`src/rtl/spram64x32_ctrl_if.sv`:
```
// Request/response handshake bundle between a block-local master
// and the 64x32 single-port SRAM controller.
interface spram64x32_ctrl_if #(
    parameter int ADDR_W = 6,
    parameter int DATA_W = 32
);
    logic              req_valid;
    logic              req_ready;
    logic              req_we;
    logic [ADDR_W-1:0] req_addr;
    logic [DATA_W-1:0] req_wdata;
    logic              rsp_valid;
    logic              rsp_ready;
    logic [DATA_W-1:0] rsp_rdata;

    modport master (
        output req_valid, req_we, req_addr, req_wdata, rsp_ready,
        input  req_ready, rsp_valid, rsp_rdata
    );

    modport slave (
        input  req_valid, req_we, req_addr, req_wdata, rsp_ready,
        output req_ready, rsp_valid, rsp_rdata
    );
endinterface

```
`src/rtl/spram64x32_ctrl.sv`:
```
// Initiator-side controller for a 1-cycle-latency single-port SRAM:
// request stream to CEB/WEB strobes, read data returned via a credit FIFO.
module spram64x32_ctrl #(
    parameter int ADDR_W    = 6,
    parameter int DATA_W    = 32,
    parameter int RSP_DEPTH = 2
) (
    input  logic              clk,
    input  logic              rst_n,
    spram64x32_ctrl_if.slave  bus,
    output logic              mem_ceb,
    output logic              mem_web,
    output logic [ADDR_W-1:0] mem_a,
    output logic [DATA_W-1:0] mem_d,
    input  logic [DATA_W-1:0] mem_q,
    output logic              busy
);
    localparam int CNT_W = $clog2(RSP_DEPTH + 1);
    localparam int PTR_W = (RSP_DEPTH > 1) ? $clog2(RSP_DEPTH) : 1;

    logic              init_done;
    logic              rd_inflight;
    logic              fire;
    logic              push;
    logic              pop;
    logic              rsp_valid;
    logic [CNT_W-1:0]  fifo_cnt;
    logic [CNT_W:0]    used;
    logic [PTR_W-1:0]  wr_ptr;
    logic [PTR_W-1:0]  rd_ptr;
    logic [DATA_W-1:0] fifo_mem [RSP_DEPTH];
    logic [ADDR_W-1:0] a_q;
    logic [DATA_W-1:0] d_q;

    function automatic logic [PTR_W-1:0] ptr_next(input logic [PTR_W-1:0] p);
        return (p == PTR_W'(RSP_DEPTH - 1)) ? '0 : p + 1'b1;
    endfunction

    // Credits count both buffered data and the read whose data lands next cycle.
    assign used          = {1'b0, fifo_cnt} + {{CNT_W{1'b0}}, rd_inflight};
    assign bus.req_ready = init_done & (used < (CNT_W+1)'(RSP_DEPTH));
    assign fire          = bus.req_valid & bus.req_ready;

    assign mem_ceb = ~fire;
    assign mem_web = ~(fire & bus.req_we);
    assign mem_a   = fire ? bus.req_addr  : a_q;
    assign mem_d   = fire ? bus.req_wdata : d_q;

    assign push          = rd_inflight;
    assign rsp_valid     = (fifo_cnt != '0);
    assign pop           = rsp_valid & bus.rsp_ready;
    assign bus.rsp_valid = rsp_valid;
    assign bus.rsp_rdata = fifo_mem[rd_ptr];
    assign busy          = rd_inflight | rsp_valid;

    always_ff @(posedge clk or negedge rst_n) begin
        if (!rst_n) begin
            init_done   <= 1'b0;
            rd_inflight <= 1'b0;
            a_q         <= '0;
            d_q         <= '0;
            wr_ptr      <= '0;
            rd_ptr      <= '0;
            fifo_cnt    <= '0;
            for (int i = 0; i < RSP_DEPTH; i++) fifo_mem[i] <= '0;
        end else begin
            init_done   <= 1'b1;
            rd_inflight <= fire & ~bus.req_we;
            if (fire) begin
                a_q <= bus.req_addr;
                d_q <= bus.req_wdata;
            end
            if (push) begin
                fifo_mem[wr_ptr] <= mem_q;
                wr_ptr           <= ptr_next(wr_ptr);
            end
            if (pop) rd_ptr <= ptr_next(rd_ptr);
            unique case ({push, pop})
                2'b10:   fifo_cnt <= fifo_cnt + 1'b1;
                2'b01:   fifo_cnt <= fifo_cnt - 1'b1;
                default: fifo_cnt <= fifo_cnt;
            endcase
        end
    end
endmodule

```
`src/flat_wrapper.sv`:
```
// flat-port wrapper written by rule: the top's interface ports become plain ports
module spram64x32_ctrl_flat 
#(
    parameter int ADDR_W    = 6,
    parameter int DATA_W    = 32,
    parameter int RSP_DEPTH = 2
)
  (clk, rst_n, mem_ceb, mem_web, mem_a, mem_d, mem_q, busy, bus_req_valid, bus_req_we, bus_req_addr, bus_req_wdata, bus_rsp_ready, bus_req_ready, bus_rsp_valid, bus_rsp_rdata);
  spram64x32_ctrl_if #(.ADDR_W(ADDR_W), .DATA_W(DATA_W)) bus_i ();
  input  logic clk;
  input  logic rst_n;
  output logic mem_ceb;
  output logic mem_web;
  output logic [ADDR_W-1:0] mem_a;
  output logic [DATA_W-1:0] mem_d;
  input  logic [DATA_W-1:0] mem_q;
  output logic busy;
  input wire logic [$bits(bus_i.req_valid)-1:0] bus_req_valid;
  input wire logic [$bits(bus_i.req_we)-1:0] bus_req_we;
  input wire logic [$bits(bus_i.req_addr)-1:0] bus_req_addr;
  input wire logic [$bits(bus_i.req_wdata)-1:0] bus_req_wdata;
  input wire logic [$bits(bus_i.rsp_ready)-1:0] bus_rsp_ready;
  output wire logic [$bits(bus_i.req_ready)-1:0] bus_req_ready;
  output wire logic [$bits(bus_i.rsp_valid)-1:0] bus_rsp_valid;
  output wire logic [$bits(bus_i.rsp_rdata)-1:0] bus_rsp_rdata;
  assign bus_i.req_valid = bus_req_valid;
  assign bus_i.req_we = bus_req_we;
  assign bus_i.req_addr = bus_req_addr;
  assign bus_i.req_wdata = bus_req_wdata;
  assign bus_i.rsp_ready = bus_rsp_ready;
  assign bus_req_ready = bus_i.req_ready;
  assign bus_rsp_valid = bus_i.rsp_valid;
  assign bus_rsp_rdata = bus_i.rsp_rdata;
  spram64x32_ctrl #(.ADDR_W(ADDR_W), .DATA_W(DATA_W), .RSP_DEPTH(RSP_DEPTH)) u_core (.clk(clk), .rst_n(rst_n), .bus(bus_i), .mem_ceb(mem_ceb), .mem_web(mem_web), .mem_a(mem_a), .mem_d(mem_d), .mem_q(mem_q), .busy(busy));
endmodule
```
`config.mk`:
```
export PLATFORM = sky130hd
export DESIGN_NAME = spram64x32_ctrl_flat
export DESIGN_NICKNAME = d
export VERILOG_FILES = /design/src/rtl/spram64x32_ctrl_if.sv /design/src/rtl/spram64x32_ctrl.sv /design/src/flat_wrapper.sv
export SDC_FILE = /design/constraint.sdc
export NUM_CORES = 1
export LEC_CHECK = 0
export ABC_AREA = 1
export CAP_MARGIN = 10
export CORE_UTILIZATION = 40
export CTS_CLUSTER_SIZE = 10
export DETAILED_ROUTE_END_ITERATION = 16
export GPL_TIMING_DRIVEN = 1
export MAX_ROUTING_LAYER = met4
export PLACE_DENSITY = 0.69
export SLEW_MARGIN = 20
export SYNTH_ARGS = -nofsm -noshare
export SYNTH_HDL_FRONTEND = slang
export SYNTH_SLANG_ARGS = --single-unit
```
`constraint.sdc`:
```
create_clock -name clk -period 2.8 [get_ports clk]
set_input_delay 0.56 -clock clk [delete_from_list [all_inputs] [get_ports clk]]
set_output_delay 0.56 -clock clk [all_outputs]
set_load 0.01 [all_outputs]
```
==> out/metrics.yaml <==
crit_buf_inv: 3
route.met3.wl_um: 769
crit_path_start: "bus_req_valid"
finalSetupTns_ns: 0
final_common_cell: "nand2_1"
endpoint_kind: "primary output"
hold_viol: 0
grt_max_degree: 63
hold_class: "input pin to async pin"
power.density_cell_area_nw_per_um2: 1140
drive_gt1_frac: 0.0812
leakagePower_uw: 0.00332
grt_pass1_vias: 3948
portBuffers: 149
syn_nets: 624
die-height_um: 110
die_area_um2: 12200
crit_top_cell: "clkdlybuf4s50_1"
syn_area_um2: 4700
rows: 39
whs_ns: 0.0343
gp_congestion: 0.753
cp_cell_sequence: "clkdlybuf4s50_1 -> buf_4 -> nand4_1 -> nand2_1 -> clkdlybuf4s50_1"
p_sw_frac: 0.345
required_ns: 2.24
setup_viol: 0
reg2reg_from: "u_core.push"
status: "finished, final reports clean"
crit_family: "buffers and inverters"
yosysSeqAreaShare: 0.575
drv_cap: 0
p_total_uw: 7580
r2r_setup_slack_ns: 1.22
clockRootBuffer: "clkbuf_16"
intPower_uw: 4960
antenna_found_initial: 0
placed_cell_area_um2: 6340
wl_met2_um: 5390
cts_tree: "done"
rr_worst_depth: 5
max_freq_mhz: 371
grt_usage: 0.203
clock_power_share: 0.178
dr.pass1.iters: 4
h-tree-depth: 3
combPwrFrac: 0.468
slew_headroom: 0.639
hpwl_um: 7690
final_cells: 833
via_count: 4029
cts_setup_buffers: 0
drc: 0
totalWireLength_um: 11400
min_period_ns: 2.69
fin_skew_ns: 0.00769
io-pin-count: 150
viasPerCell: 4.84
wl_per_cell_um: 13.7
yosysWarnings: 0
syn-instance-count: 548
period_share: 0.962
p_switching_uw: 2620
dr.max_layer_used: "met4"
fp.dieW_um: 110
final-max-slew-violation-count: 0
ant_nets: 0
drt_iter0_drc: 268
synth.avg_cell_area_um2: 8.58
finalInstanceArea_um2: 6670
clk_path_buf_depth: 2
initial_core_util: 0.412
gr-total-overflow: 0
clk_latency_ns: 0.34
worstPathArrival_ns: 2.13
clock_sinks: 108
cpPeakStageDelay_ns: 0.55
critPathLaunchType: "input pin"
cp_max_fo: 18
layout_common_cells: "248 x nand2_1, 148 x clkdlybuf4s50_1, 108 x dfrtp_1"
seqPwrFrac: 0.354
tightest_slew_ns: 0.542
synth-seq-cells: 108
n_antenna_cell: 0
numCtsBuffers: 9
grt_pass1_wl_um: 18400
syn_to_final_growth_pct: 42.0
placed_cells: 817
final_nets: 761
fp.coreArea_um2: 11400
cpMaxStageDelayCell: "clkdlybuf4s50_1"
reg2reg_to: "u_core.fifo_mem[44]"
clk_pin_slew_ns: 0.07
critPathKind: "input pin to primary output"
wl_met1_um: 5100
yosysUniqueCellTypes: 18
grt_setup_unrepaired: "true"
ir_drop_mv: 0.557
==> cell usage after synthesis, drive strengths merged <==
cell type	n	share of area
buf	18	0.027
clkbuf	18	0.014
conb	1	0.00080
dfrtp	108	0.58
ha	1	0.0027
inv	40	0.032
nand2	250	0.20
nand3	3	0.0032
nand4	40	0.053
nor2	3	0.0024
o21ai	64	0.087
or2	1	0.0013
xnor2	1	0.0019
==> layout make-up <==
type / count / area [µm²]
fill: 999 / 4750
sequential: 108 / 2700
multi-input combinational: 364 / 1660
timing repair buffer: 162 / 1660
clock buffer: 12 / 246
tap: 143 / 179
inverter: 40 / 150
clock inverter: 4 / 72.6
==> how the worst max path moves through the flow <==
| stage | to | slack [ns] | cells past startpoint |
|---|---|---|---|
| 2_1_floorplan | mem_d[16] | 1.11 | 4 |
| 5_1_grt | mem_d[4] | 0.0006 | 6 |
| 6_report | mem_d[12] | 0.11 | 5 |
| 3_5_place_dp | mem_d[7] | 0.11 | 6 |
| 4_1_cts | mem_d[23] | 0.03 | 6 |
| 3_3_place_gp | mem_d[18] | 0.15 | 6 |
==> state kept, by name, indices dropped and copies added (netlist names) <==
name	count
u_core.fifo_mem	64
u_core.rd_ptr	1
u_core.fifo_cnt	2
u_core.init_done	1
u_core.d_q	32
u_core.wr_ptr	1
u_core.push	1
u_core.a_q	6
==> per-stage QoR <==
stage / worst slack [ns] / util
after global routing: 0.000629 / 0.584
after detailed placement: 0.108 / 0.555
after global placement: 0.154 / 0.555
after CTS: 0.0302 / 0.583
final: 0.105 / 0.584
after floorplan: 1.11 / -
==> worst reg2reg max path, stage by stage, from the launching register on <==
cell and delay, ns:
dfrtp_1 0.43, inv_2 0.10, or2_2 0.46, buf_12 0.32, nand2_1 0.11, o21ai_2 0.08
==> routing by layer <==
layer  vias up  GRT usage
met5         -          -
met4         0     0.0724
met3        12     0.0517
met2       126      0.315
met1      1887      0.257
li1       2004          -
==> power by group through the flow <==
stage          Combinational (µW)  Clock, µW  Sequential [µW]
2_1_floorplan                1770          0             2610
4_1_cts                      3590       1390             2680
3_5_place_dp                 3570          0             2700
5_1_grt                      3950       1450             2760
6_report                     3550       1350             2690
3_3_place_gp                 3490          0             2670
==> cells by family (layout without fill, tap and decap cells) <==
logic type,Yosys count,after routing,synth area share
AOI/OAI and AO/OA,64,64,0.0865
buffers and inverters,76,218,0.0732
adders and majority gates,1,1,0.00266
xor gates and xnor gates,1,1,0.00186
and+or+nand+nor,297,297,0.260
DFF,108,108,0.575
other,1,1,0.000798
==> what timing repair did <==
action	4_1_cts	5_1_grt
gates resized for setup	0	4
endpoints found under the setup margin	0	38
hold buffers	0	0
(Power assumes the default switching activity.)
